File: src/rtl/stack_unit_pkg.sv
// Shared definitions for the 8086-style PUSH/POP sequencer.
// Word register indices follow the register file's write-enable bit order.
package stack_unit_pkg;

  localparam logic [2:0] REG_AX = 3'd0;
  localparam logic [2:0] REG_BX = 3'd1;
  localparam logic [2:0] REG_CX = 3'd2;
  localparam logic [2:0] REG_DX = 3'd3;
  localparam logic [2:0] REG_SI = 3'd4;
  localparam logic [2:0] REG_DI = 3'd5;
  localparam logic [2:0] REG_SP = 3'd6;
  localparam logic [2:0] REG_BP = 3'd7;

  localparam int EN_SP_BIT = 6;

  localparam logic OP_PUSH = 1'b0;
  localparam logic OP_POP  = 1'b1;

  localparam logic [15:0] STACK_STEP = 16'd2;

  typedef enum logic [2:0] {
    ST_IDLE,
    ST_MEM,
    ST_WB_REG,
    ST_WB_SP,
    ST_DONE
  } state_e;

endpackage

File: src/rtl/stack_unit_timeout_ctr.sv
// Loadable down-counter that bounds how long the stack waits for mem_ack.
// expired is high during the last permitted wait cycle.
module stack_timeout_ctr #(
  parameter int WIDTH = 16
) (
  input  logic             clk,
  input  logic             reset,
  input  logic             clear,
  input  logic             load,
  input  logic [WIDTH-1:0] load_value,
  input  logic             enable,
  output logic             expired
);

  logic [WIDTH-1:0] count_q;
  logic [WIDTH-1:0] count_d;

  always_comb begin
    count_d = count_q;
    if (clear) begin
      count_d = '0;
    end else if (load) begin
      count_d = load_value;
    end else if (enable && (count_q != '0)) begin
      count_d = count_q - WIDTH'(1);
    end
  end

  always_ff @(posedge clk or negedge reset) begin
    if (!reset) begin
      count_q <= '0;
    end else begin
      count_q <= count_d;
    end
  end

  assign expired = (count_q == WIDTH'(1));

endmodule

File: src/rtl/stack_unit.sv
// PUSH/POP sequencer: one stack memory transfer, then register file writeback
// of the destination register (POP) and the updated SP, with registered outputs.
module stack_unit
  import stack_unit_pkg::*;
#(
  parameter int TIMEOUT_CYCLES = 255
) (
  input  logic        clk,
  input  logic        reset,
  input  logic        start,
  input  logic        op,
  input  logic [2:0]  reg_sel,
  input  logic [15:0] push_data,
  input  logic [15:0] sp_in,
  output logic        mem_req,
  output logic        mem_we,
  output logic [15:0] mem_addr,
  output logic [15:0] mem_wdata,
  input  logic        mem_ack,
  input  logic [15:0] mem_rdata,
  output logic [15:0] en_write,
  output logic [15:0] data_in,
  output logic        select_data_h_reg,
  output logic        busy,
  output logic        done,
  output logic        err
);

  state_e      state_q, state_d;
  logic        op_q, op_d;
  logic [2:0]  reg_q, reg_d;
  logic [15:0] data_q, data_d;
  logic [15:0] sp_q, sp_d;
  logic        mem_req_q, mem_req_d;
  logic        mem_we_q, mem_we_d;
  logic [15:0] mem_addr_q, mem_addr_d;
  logic [15:0] mem_wdata_q, mem_wdata_d;
  logic [15:0] en_write_q, en_write_d;
  logic [15:0] data_in_q, data_in_d;
  logic        busy_q, busy_d;
  logic        done_q, done_d;
  logic        err_q, err_d;
  logic        ctr_clear, ctr_load, ctr_enable, ctr_expired;

  stack_timeout_ctr #(.WIDTH(16)) u_timeout (
    .clk        (clk),
    .reset      (reset),
    .clear      (ctr_clear),
    .load       (ctr_load),
    .load_value (16'(TIMEOUT_CYCLES)),
    .enable     (ctr_enable),
    .expired    (ctr_expired)
  );

  // Outputs are computed from the next state so every port comes straight off a flop.
  always_comb begin
    state_d     = state_q;
    op_d        = op_q;
    reg_d       = reg_q;
    data_d      = data_q;
    sp_d        = sp_q;
    mem_req_d   = 1'b0;
    mem_we_d    = 1'b0;
    mem_addr_d  = 16'h0000;
    mem_wdata_d = 16'h0000;
    en_write_d  = 16'h0000;
    data_in_d   = 16'h0000;
    err_d       = 1'b0;
    ctr_clear   = 1'b0;
    ctr_load    = 1'b0;
    ctr_enable  = 1'b0;

    unique case (state_q)
      ST_IDLE: begin
        if (start) begin
          op_d        = op;
          reg_d       = reg_sel;
          data_d      = push_data;
          sp_d        = sp_in;
          state_d     = ST_MEM;
          ctr_load    = 1'b1;
          mem_req_d   = 1'b1;
          mem_we_d    = (op == OP_PUSH);
          mem_addr_d  = (op == OP_PUSH) ? (sp_in - STACK_STEP) : sp_in;
          // PUSH SP stores the already-decremented SP, as the 8086 does.
          if (op == OP_PUSH) begin
            mem_wdata_d = (reg_sel == REG_SP) ? (sp_in - STACK_STEP) : push_data;
          end
        end
      end

      ST_MEM: begin
        if (mem_ack) begin
          ctr_clear = 1'b1;
          if (op_q == OP_PUSH) begin
            state_d               = ST_WB_SP;
            en_write_d[EN_SP_BIT] = 1'b1;
            data_in_d             = sp_q - STACK_STEP;
          end else begin
            state_d             = ST_WB_REG;
            en_write_d[reg_q]   = 1'b1;
            data_in_d           = mem_rdata;
          end
        end else if (ctr_expired) begin
          ctr_clear = 1'b1;
          state_d   = ST_DONE;
          err_d     = 1'b1;
        end else begin
          ctr_enable  = 1'b1;
          mem_req_d   = 1'b1;
          mem_we_d    = mem_we_q;
          mem_addr_d  = mem_addr_q;
          mem_wdata_d = mem_wdata_q;
        end
      end

      ST_WB_REG: begin
        if (reg_q == REG_SP) begin
          state_d = ST_DONE;
        end else begin
          state_d               = ST_WB_SP;
          en_write_d[EN_SP_BIT] = 1'b1;
          data_in_d             = sp_q + STACK_STEP;
        end
      end

      ST_WB_SP: state_d = ST_DONE;

      ST_DONE: state_d = ST_IDLE;

      default: state_d = ST_IDLE;
    endcase

    busy_d = (state_d != ST_IDLE);
    done_d = (state_d == ST_DONE);
  end

  always_ff @(posedge clk or negedge reset) begin
    if (!reset) begin
      state_q     <= ST_IDLE;
      op_q        <= 1'b0;
      reg_q       <= 3'd0;
      data_q      <= 16'h0000;
      sp_q        <= 16'h0000;
      mem_req_q   <= 1'b0;
      mem_we_q    <= 1'b0;
      mem_addr_q  <= 16'h0000;
      mem_wdata_q <= 16'h0000;
      en_write_q  <= 16'h0000;
      data_in_q   <= 16'h0000;
      busy_q      <= 1'b0;
      done_q      <= 1'b0;
      err_q       <= 1'b0;
    end else begin
      state_q     <= state_d;
      op_q        <= op_d;
      reg_q       <= reg_d;
      data_q      <= data_d;
      sp_q        <= sp_d;
      mem_req_q   <= mem_req_d;
      mem_we_q    <= mem_we_d;
      mem_addr_q  <= mem_addr_d;
      mem_wdata_q <= mem_wdata_d;
      en_write_q  <= en_write_d;
      data_in_q   <= data_in_d;
      busy_q      <= busy_d;
      done_q      <= done_d;
      err_q       <= err_d;
    end
  end

  assign mem_req           = mem_req_q;
  assign mem_we            = mem_we_q;
  assign mem_addr          = mem_addr_q;
  assign mem_wdata         = mem_wdata_q;
  assign en_write          = en_write_q;
  assign data_in           = data_in_q;
  assign select_data_h_reg = 1'b0;
  assign busy              = busy_q;
  assign done              = done_q;
  assign err               = err_q;

endmodule

File: config.mk
export PLATFORM = sky130hd
export DESIGN_NAME = stack_unit
export DESIGN_NICKNAME = d
export VERILOG_FILES = /design/src/rtl/stack_unit_pkg.sv /design/src/rtl/stack_unit_timeout_ctr.sv /design/src/rtl/stack_unit.sv
export SDC_FILE = /design/constraint.sdc
export NUM_CORES = 1
export LEC_CHECK = 0
export BUFFER_PORTS_ARGS = -buffer_cell sky130_fd_sc_hd__buf_2
export CAP_MARGIN = 20
export CORE_ASPECT_RATIO = 1.4
export CORE_MARGIN = 2
export CORE_UTILIZATION = 40
export CTS_BUF_LIST = sky130_fd_sc_hd__clkbuf_8 sky130_fd_sc_hd__clkbuf_16
export DETAILED_ROUTE_END_ITERATION = 10
export HOLD_SLACK_MARGIN = 0.05
export MAX_ROUTING_LAYER = met4
export PLACE_DENSITY_LB_ADDON = 0.3
export REMOVE_ABC_BUFFERS = 1
export SLEW_MARGIN = 25
export SYNTH_ARGS = -nofsm -noshare
export SYNTH_HDL_FRONTEND = slang
export SYNTH_SLANG_ARGS = --single-unit
File: constraint.sdc
create_clock -name clk -period 3.4 [get_ports clk]
set_clock_uncertainty 0.15 [all_clocks]
set_input_delay 0.34 -clock clk [delete_from_list [all_inputs] [get_ports clk]]
set_output_delay 0.34 -clock clk [all_outputs]
set_load 0.02 [all_outputs]
==> results.cfg, run 1 <==
[timing]
setup_viol = 0
period_share_pct = 73.3
fin_crit_ns = 2.49
max_freq_mhz = 401
fin_tns_setup_ns = 0
relSlewSlack_pct = 48.7
drv_slew = 0
hold_viol_final = 0
rsz0062_at_grt = false
tightestPinTransition_ns = 0.764

[grt]
grt_pass1_wl_um = 22900
globalRouteTotalUtil_pct = 20.4
grt_overflow = 0
grt_max_degree = 53
grt_pass1_vias = 4626
grt_antenna_before_repair = 0

[power_and_ir_drop]
p_seq_share_pct = 39.8
p_leak_nw = 2.98
switching_share_pct = 43.0
power.switching_w = 0.00211
power.share.clock_pct = 19.8
peakVddDrop_uv = 306
share_comb_of_total_power_pct = 40.4
internal_power_w = 0.00281
power.density_nw_per_um2 = 764

[route]
vias_per_cell = 5.20
routed_wl_um = 13800
drt_first_pass_iters = 4
routedWlPerCell_um = 15.7
drt_iter0_drc = 283
detail-route-antenna-nets = 0
vias = 4571
drc = 0

[yosys]
synthTopCellsByArea = dfrtp_1 46%, nand2_1 7.2%, xnor2_1 5.1%, xor2_1 3.2%, nor2_1 3.1%
synthArstFlopShare_pct = 100
synth_top_cell_by_area = dfrtp_1
synth_compound_area_share_pct = 14.4
synth_edf_count = 0
ys_ff_latch = 100
yosysTopAreaCellShare_pct = 45.6
synthSimpleGateAreaFrac_pct = 25.1
synthXorXnorAreaFrac_pct = 8.29
synth_area_um2 = 5490
yosysWarningCount = 0
synth_top_family_by_area = simple AND/OR/NAND/NOR gates
syn-instance-count = 600
ys_seq_area_share_pct = 45.6
synth_area_per_cell_um2 = 9.15
synth_cell_type_count = 66
synth.area.mux_share_pct = 0.182
synth-adder-area-share_pct = 1.37
synth_flop_cell = dfrtp_1

[floorplan]
die_x_um = 103
initial_utilization_pct = 41.0
core.rowCount = 50
pin_count = 126
core_area_um2 = 13400
die_y_um = 143
die_area_um2 = 14700

[critical_path]
r2r_cells = 5
reg2reg_slack_ns = 0.91
rr_endpoint = mem_wdata[13]
crit_path_end_kind = flip-flop
r2r-start = state_q[2]
crit_path_max_fanout = 39
cp-start-kind = flip-flop
required_ns = 3.54
worst-setup-path-type = flip-flop to flip-flop
crit_arrival_ns = 2.63

[layout]
layout-drive-gt1-share_pct = 24.0
antenna_cells = 0
area_delta_synth_final_pct = 17.3
fin_nets = 755
design_area_um2 = 6440
multi_input_comb_area_um2 = 2750
fin_util_pct = 48.1
fill_cells = 1365
seq_area_um2 = 2500

[clocking]
tritoncts = built
cts-root-buf = clkbuf_16
cts_sinks = 100
cts_buffers = 9
clock_latency_ns = 0.34
htree_num_levels = 3
clk_pin_slew_ns = 0.07
clk_path_buf_depth = 2
cts_setup_buffers = 0

[status]
status = finished, final reports clean

[hold_path]
hold_path.startpoint = reg_sel[1]
hold_path_class = primary input to flip-flop
whs_endpoint = reg_q[1]
whs_path_depth = 3

[run]
cap_violations = 0

[place]
dp_hpwl_um = 10400
place_area_um2 = 6160
io_buffers = 116
place.gp.congestion = 0.869
## how the worst max path moves through the flow
stage	startpoint	end	slack [ns]	depth (start not counted)
after CTS	state_q[2]	mem_wdata[13]	0.90	5
after global placement	state_q[2]	mem_wdata[13]	1.02	5
final	state_q[2]	mem_wdata[13]	0.91	5
after floorplan	u_timeout.count_q[0]	u_timeout.count_q[14]	1.18	7
after detailed placement	state_q[2]	mem_wdata[13]	0.91	5
after global routing	state_q[2]	mem_wdata[13]	0.71	5
## layer usage
layer / vias to the layer above / track usage [%] / part of all wire, %
met5: - / - / 0
met4: 0 / 6.16 / 1.4
met3: 11 / 3.62 / 4.4
met2: 113 / 33.6 / 52
met1: 2195 / 25.4 / 42
li1: 2252 / - / -
## power groups by stage
stage,Sequential (W),Clock [W],Combinational (W)
5_1_grt,0.00202,0.00104,0.00222
3_3_place_gp,0.00195,0,0.00198
3_5_place_dp,0.00197,0,0.00200
2_1_floorplan,0.00213,0,0.00114
4_1_cts,0.00195,0.000992,0.00201
6_report,0.00196,0.000974,0.00199
## synth_stat cells (3+ instances only)
master,number
o21ai_0,30
nand3b_1,5
a21oi_1,10
ha_1,6
o21ai_1,23
xnor2_1,32
or2_1,4
a22o_1,5
nand4_1,6
inv_1,9
a32oi_1,3
and3_1,3
o22ai_1,13
nand3_1,21
nor4_1,5
nor3_1,17
nor3b_1,3
or4_4,3
clkbuf_1,30
buf_2,7
nand2_1,106
buf_4,11
o311ai_1,5
nor4b_2,3
nor4_4,4
nand2b_1,3
a21o_1,9
nor2_1,46
nor4_2,4
xor2_1,20
or3_1,9
dfrtp_1,100
a31oi_1,4
## stage by stage
step / cells / total power, W / hold slack (ns) / setup slack (ns)
finish: 879 / 0.00492 / 0.0612 / 0.909
global route: 879 / 0.00528 / 0.0789 / 0.715
detailed placement: 863 / 0.00398 / 0.261 / 0.912
floorplan: 558 / 0.00327 / -0.106 / 1.18
global placement: 863 / 0.00393 / 0.264 / 1.02
CTS: 879 / 0.00496 / 0.0575 / 0.897
## timing repair
item                                    in CTS  in global routing
hold buffers                                 1                  0
gates resized for setup                      0                  0
endpoints found under the hold margin       50                  0
endpoints found under the setup margin       0                  0
## sequential cells by signal, summed over array words and instances (netlist names)
name / count
data_in: 16
mem_addr: 16
mem_wdata: 16
sp_q: 16
u_timeout.count_q: 16
en_write: 8
reg_q: 3
state_q: 3
busy: 1
done: 1
err: 1
mem_req: 1
mem_we: 1
op_q: 1
## critical path, cell delays in order (launching register included)
cell	delay [ns]
dfrtp_1	0.48
or4b_4	0.80
nor2_4	0.42
nand2_1	0.19
nor3b_1	0.23
a221o_1	0.14
## final cells by class
type / instances / share of cell area [%]
multi-input cells: 448 / 42.7
clock inverters: 5 / 0.563
clock buffers: 10 / 3.71
inverters: 10 / 0.583
repair buffers: 124 / 10.0
well taps: 182 / 3.54
flip-flops and latches: 100 / 38.9
## layout by cell type, fill, tap and decap left out, types with 5 or more instances in the layout
cell type  Yosys  layout
nand3b_1       5       5
o311ai_1       5       5
dfrtp_1      100     100
nor3_1        17      17
ha_1           6       6
or3_1          9       9
nor2_1        46      46
clkbuf_16      0       9
nand3_1       21      21
buf_2          7     115
o21ai_1       23      23
xor2_1        20      20
xnor2_1       32      32
nand4_1        6       6
nand2_1      106     106
o21ai_0       30      30
nor4_1         5       5
inv_1          9       9
conb_1         1       9
a22o_1         5       5
buf_4         11       8
o22ai_1       13      13
a21o_1         9       9
a21oi_1       10      10
## kinds of logic (layout without fill, tap and decap cells)
group,Yosys count,after routing
AND/OR/NAND/NOR,258,258
AO/OA/AOI/OAI,122,122
flip-flops,100,100
buffers and inverters,60,149
XOR/XNOR,52,52
adder cells (fa/ha/maj),6,6
other,1,9
multiplexers,1,1
No activity file was read; power rests on OpenSTA's default activity.
==> run 2, diff against run 1 <==
==> constraint.sdc (replaced) <==
create_clock -name clk -period 2.25 [get_ports clk]
set_clock_uncertainty 0.15 [all_clocks]
set_input_delay 0.225 -clock clk [delete_from_list [all_inputs] [get_ports clk]]
set_output_delay 0.225 -clock clk [all_outputs]
set_load 0.02 [all_outputs]
==> run 2 against run 1 <==
Effect of this change:
- count of clock-buffer cells in the layout stayed put
- highest routed layer unchanged
- combinational power is 76% higher
- register-to-register slack worse by 0.79 ns
- sequential power is 45% higher
- final area is 10% higher
- via count is 5.8% higher
- clock power is 70% higher
- first-iteration DRC count is 4.2% higher
==> results.cfg, run 2 (synthesized netlist as in run 1, its figures left out) <==
[timing]
drv_slew = 0
fin_crit_ns = 2.13
setup_viol = 0
fin_tns_setup_ns = 0
period_share_pct = 94.6
rsz0062_at_grt = true
relSlewSlack_pct = 59.4
finalWorstSetupSlack_ns = 0.121
hold_viol_final = 0
max_freq_mhz = 470
tightestPinTransition_ns = 0.608

[route]
wl_met1_um = 5880
drt_iter0_drc = 295
routed_wl_um = 14400
vias = 4838
top_layer = met4
wl_met2_um = 7690
met3_length_um = 602
drc = 0
drt_first_pass_iters = 5
detail-route-antenna-nets = 0
routedWlPerCell_um = 15.2
vias_per_cell = 5.11

[layout]
fin_nets = 821
area_delta_synth_final_pct = 29.1
antenna_cells = 0
fill_cells = 1266
mostFrequentLayoutCells = 115 x buf_2, 106 x nand2_1, 100 x dfrtp_1, 46 x nor2_1, 41 x buf_4
layout-drive-gt1-share_pct = 27.0
final_common_cell = buf_2

[critical_path]
path_delay_family = simple AND/OR/NAND/NOR gates
crit_path_end_kind = flip-flop
crit_chain = nor4_4 -> and4_2 -> buf_4 -> nand2_2 -> a21oi_4 -> o221ai_1
worst-setup-path-type = flip-flop to flip-flop
slowest_stage = dfrtp_1
cp-start-kind = flip-flop
crit_path_max_fanout = 9
crit_arrival_ns = 2.18
crit_path_max_incr_delay_ns = 0.42
cp_num_buf_inv = 1
required_ns = 2.30

[hold_path]
hold_path_class = primary input to flip-flop

[place]
dp_hpwl_um = 10700
place_ws_ns = 0.0292
place.gp.congestion = 0.872
io_buffers = 116

[clocking]
clk_pin_slew_ns = 0.07
cts_sinks = 100
tritoncts = built
clk_path_buf_depth = 2
cts_buffers = 9
htree_num_levels = 3
cts_setup_buffers = 0
clock_latency_ns = 0.35
cts-root-buf = clkbuf_16

[floorplan]
pin_count = 126
die_x_um = 103
core.rowCount = 50
die_area_um2 = 14700
die_y_um = 143
core_area_um2 = 13400
initial_utilization_pct = 41.0

[power_and_ir_drop]
power.density_nw_per_um2 = 1130
finalPower_w = 0.00800
p_leak_nw = 3.32
peakVddDrop_uv = 549

[run]
cap_violations = 0

[status]
status = finished, final reports clean

[grt]
grt_pass1_vias = 4930
grt_antenna_before_repair = 0
grt_pass1_wl_um = 23600
grt_overflow = 0
grt_max_degree = 64
globalRouteTotalUtil_pct = 21.2
[run 2: changes by cell type in the layout (fill, tap and decap cells not counted), sizes merged]
cell	delta
clkinvlp	-2
bufinv	+1
inv	+3
buf	+34
clkinv	-1
dlygate4sd3	+32
[run 2: worst reg2reg max path: stages, from the launching register on]
cell and delay [ns]:
dfrtp_1 0.42, nor4_4 0.39, and4_2 0.34, buf_4 0.14
nand2_2 0.08, a21oi_4 0.30, o221ai_1 0.16
[run 2: metrics by stage]
step	hold WS, ns	instances	cell area [µm²]	util [%]
global placement	-0.0881	897	6420	48.0
detailed placement	-0.0873	897	6420	48.0
finish	0.0617	946	7090	53.0
global route	0.0752	946	7090	53.0
CTS	0.0508	946	7070	52.8
floorplan	-0.221	558	5280	-
[run 2: final timing paths]
check / from / end / slack, ns / cells after the start
setup / recovery: u_timeout.count_q[5] / u_timeout.count_q[1] / 0.12 / 6
hold / removal: push_data[3] / mem_wdata[3] / 0.06 / 4
setup reg to reg: u_timeout.count_q[5] / u_timeout.count_q[1] / 0.12 / 6
hold reg to reg: reg_q[0] / en_write[4] / 0.32 / 1
max in group asynchronous: reset / mem_addr[4] / 1.26 / 3
min in group asynchronous: reset / u_timeout.count_q[12] / 0.09 / 2
[run 2: area by class of cell]
| type | instances | area (µm²) | share of cell area, % |
|---|---|---|---|
| well taps | 182 | 228 | 3.21 |
| multi-input cells | 448 | 2770 | 39.1 |
| clock buffers | 10 | 239 | 3.37 |
| repair buffers | 190 | 1230 | 17.4 |
| flip-flops and latches | 100 | 2500 | 35.3 |
| inverters | 10 | 37.5 | 0.529 |
| clock inverters | 6 | 77.6 | 1.09 |
[run 2: routing by layer]
layer  vias to the layer above  track usage (%)
met5                         -                -
met2                       130             36.2
li1                       2378                -
met3                        18             4.06
met4                         0             6.72
met1                      2312             24.9
[run 2: power by group]
part | total (W) | switching [W] | internal (W)
sequential | 0.00284 | 0.000506 | 0.00233
clock | 0.00166 | 0.000744 | 0.000918
combinational | 0.00350 | 0.00209 | 0.00142
[run 2: what timing repair did]
| action | CTS | global route |
|---|---|---|
| resized for setup | 0 | 5 |
| hold buffers | 33 | 0 |
| endpoints found under the hold margin | 133 | 0 |
| setup endpoints to repair | 0 | 25 |
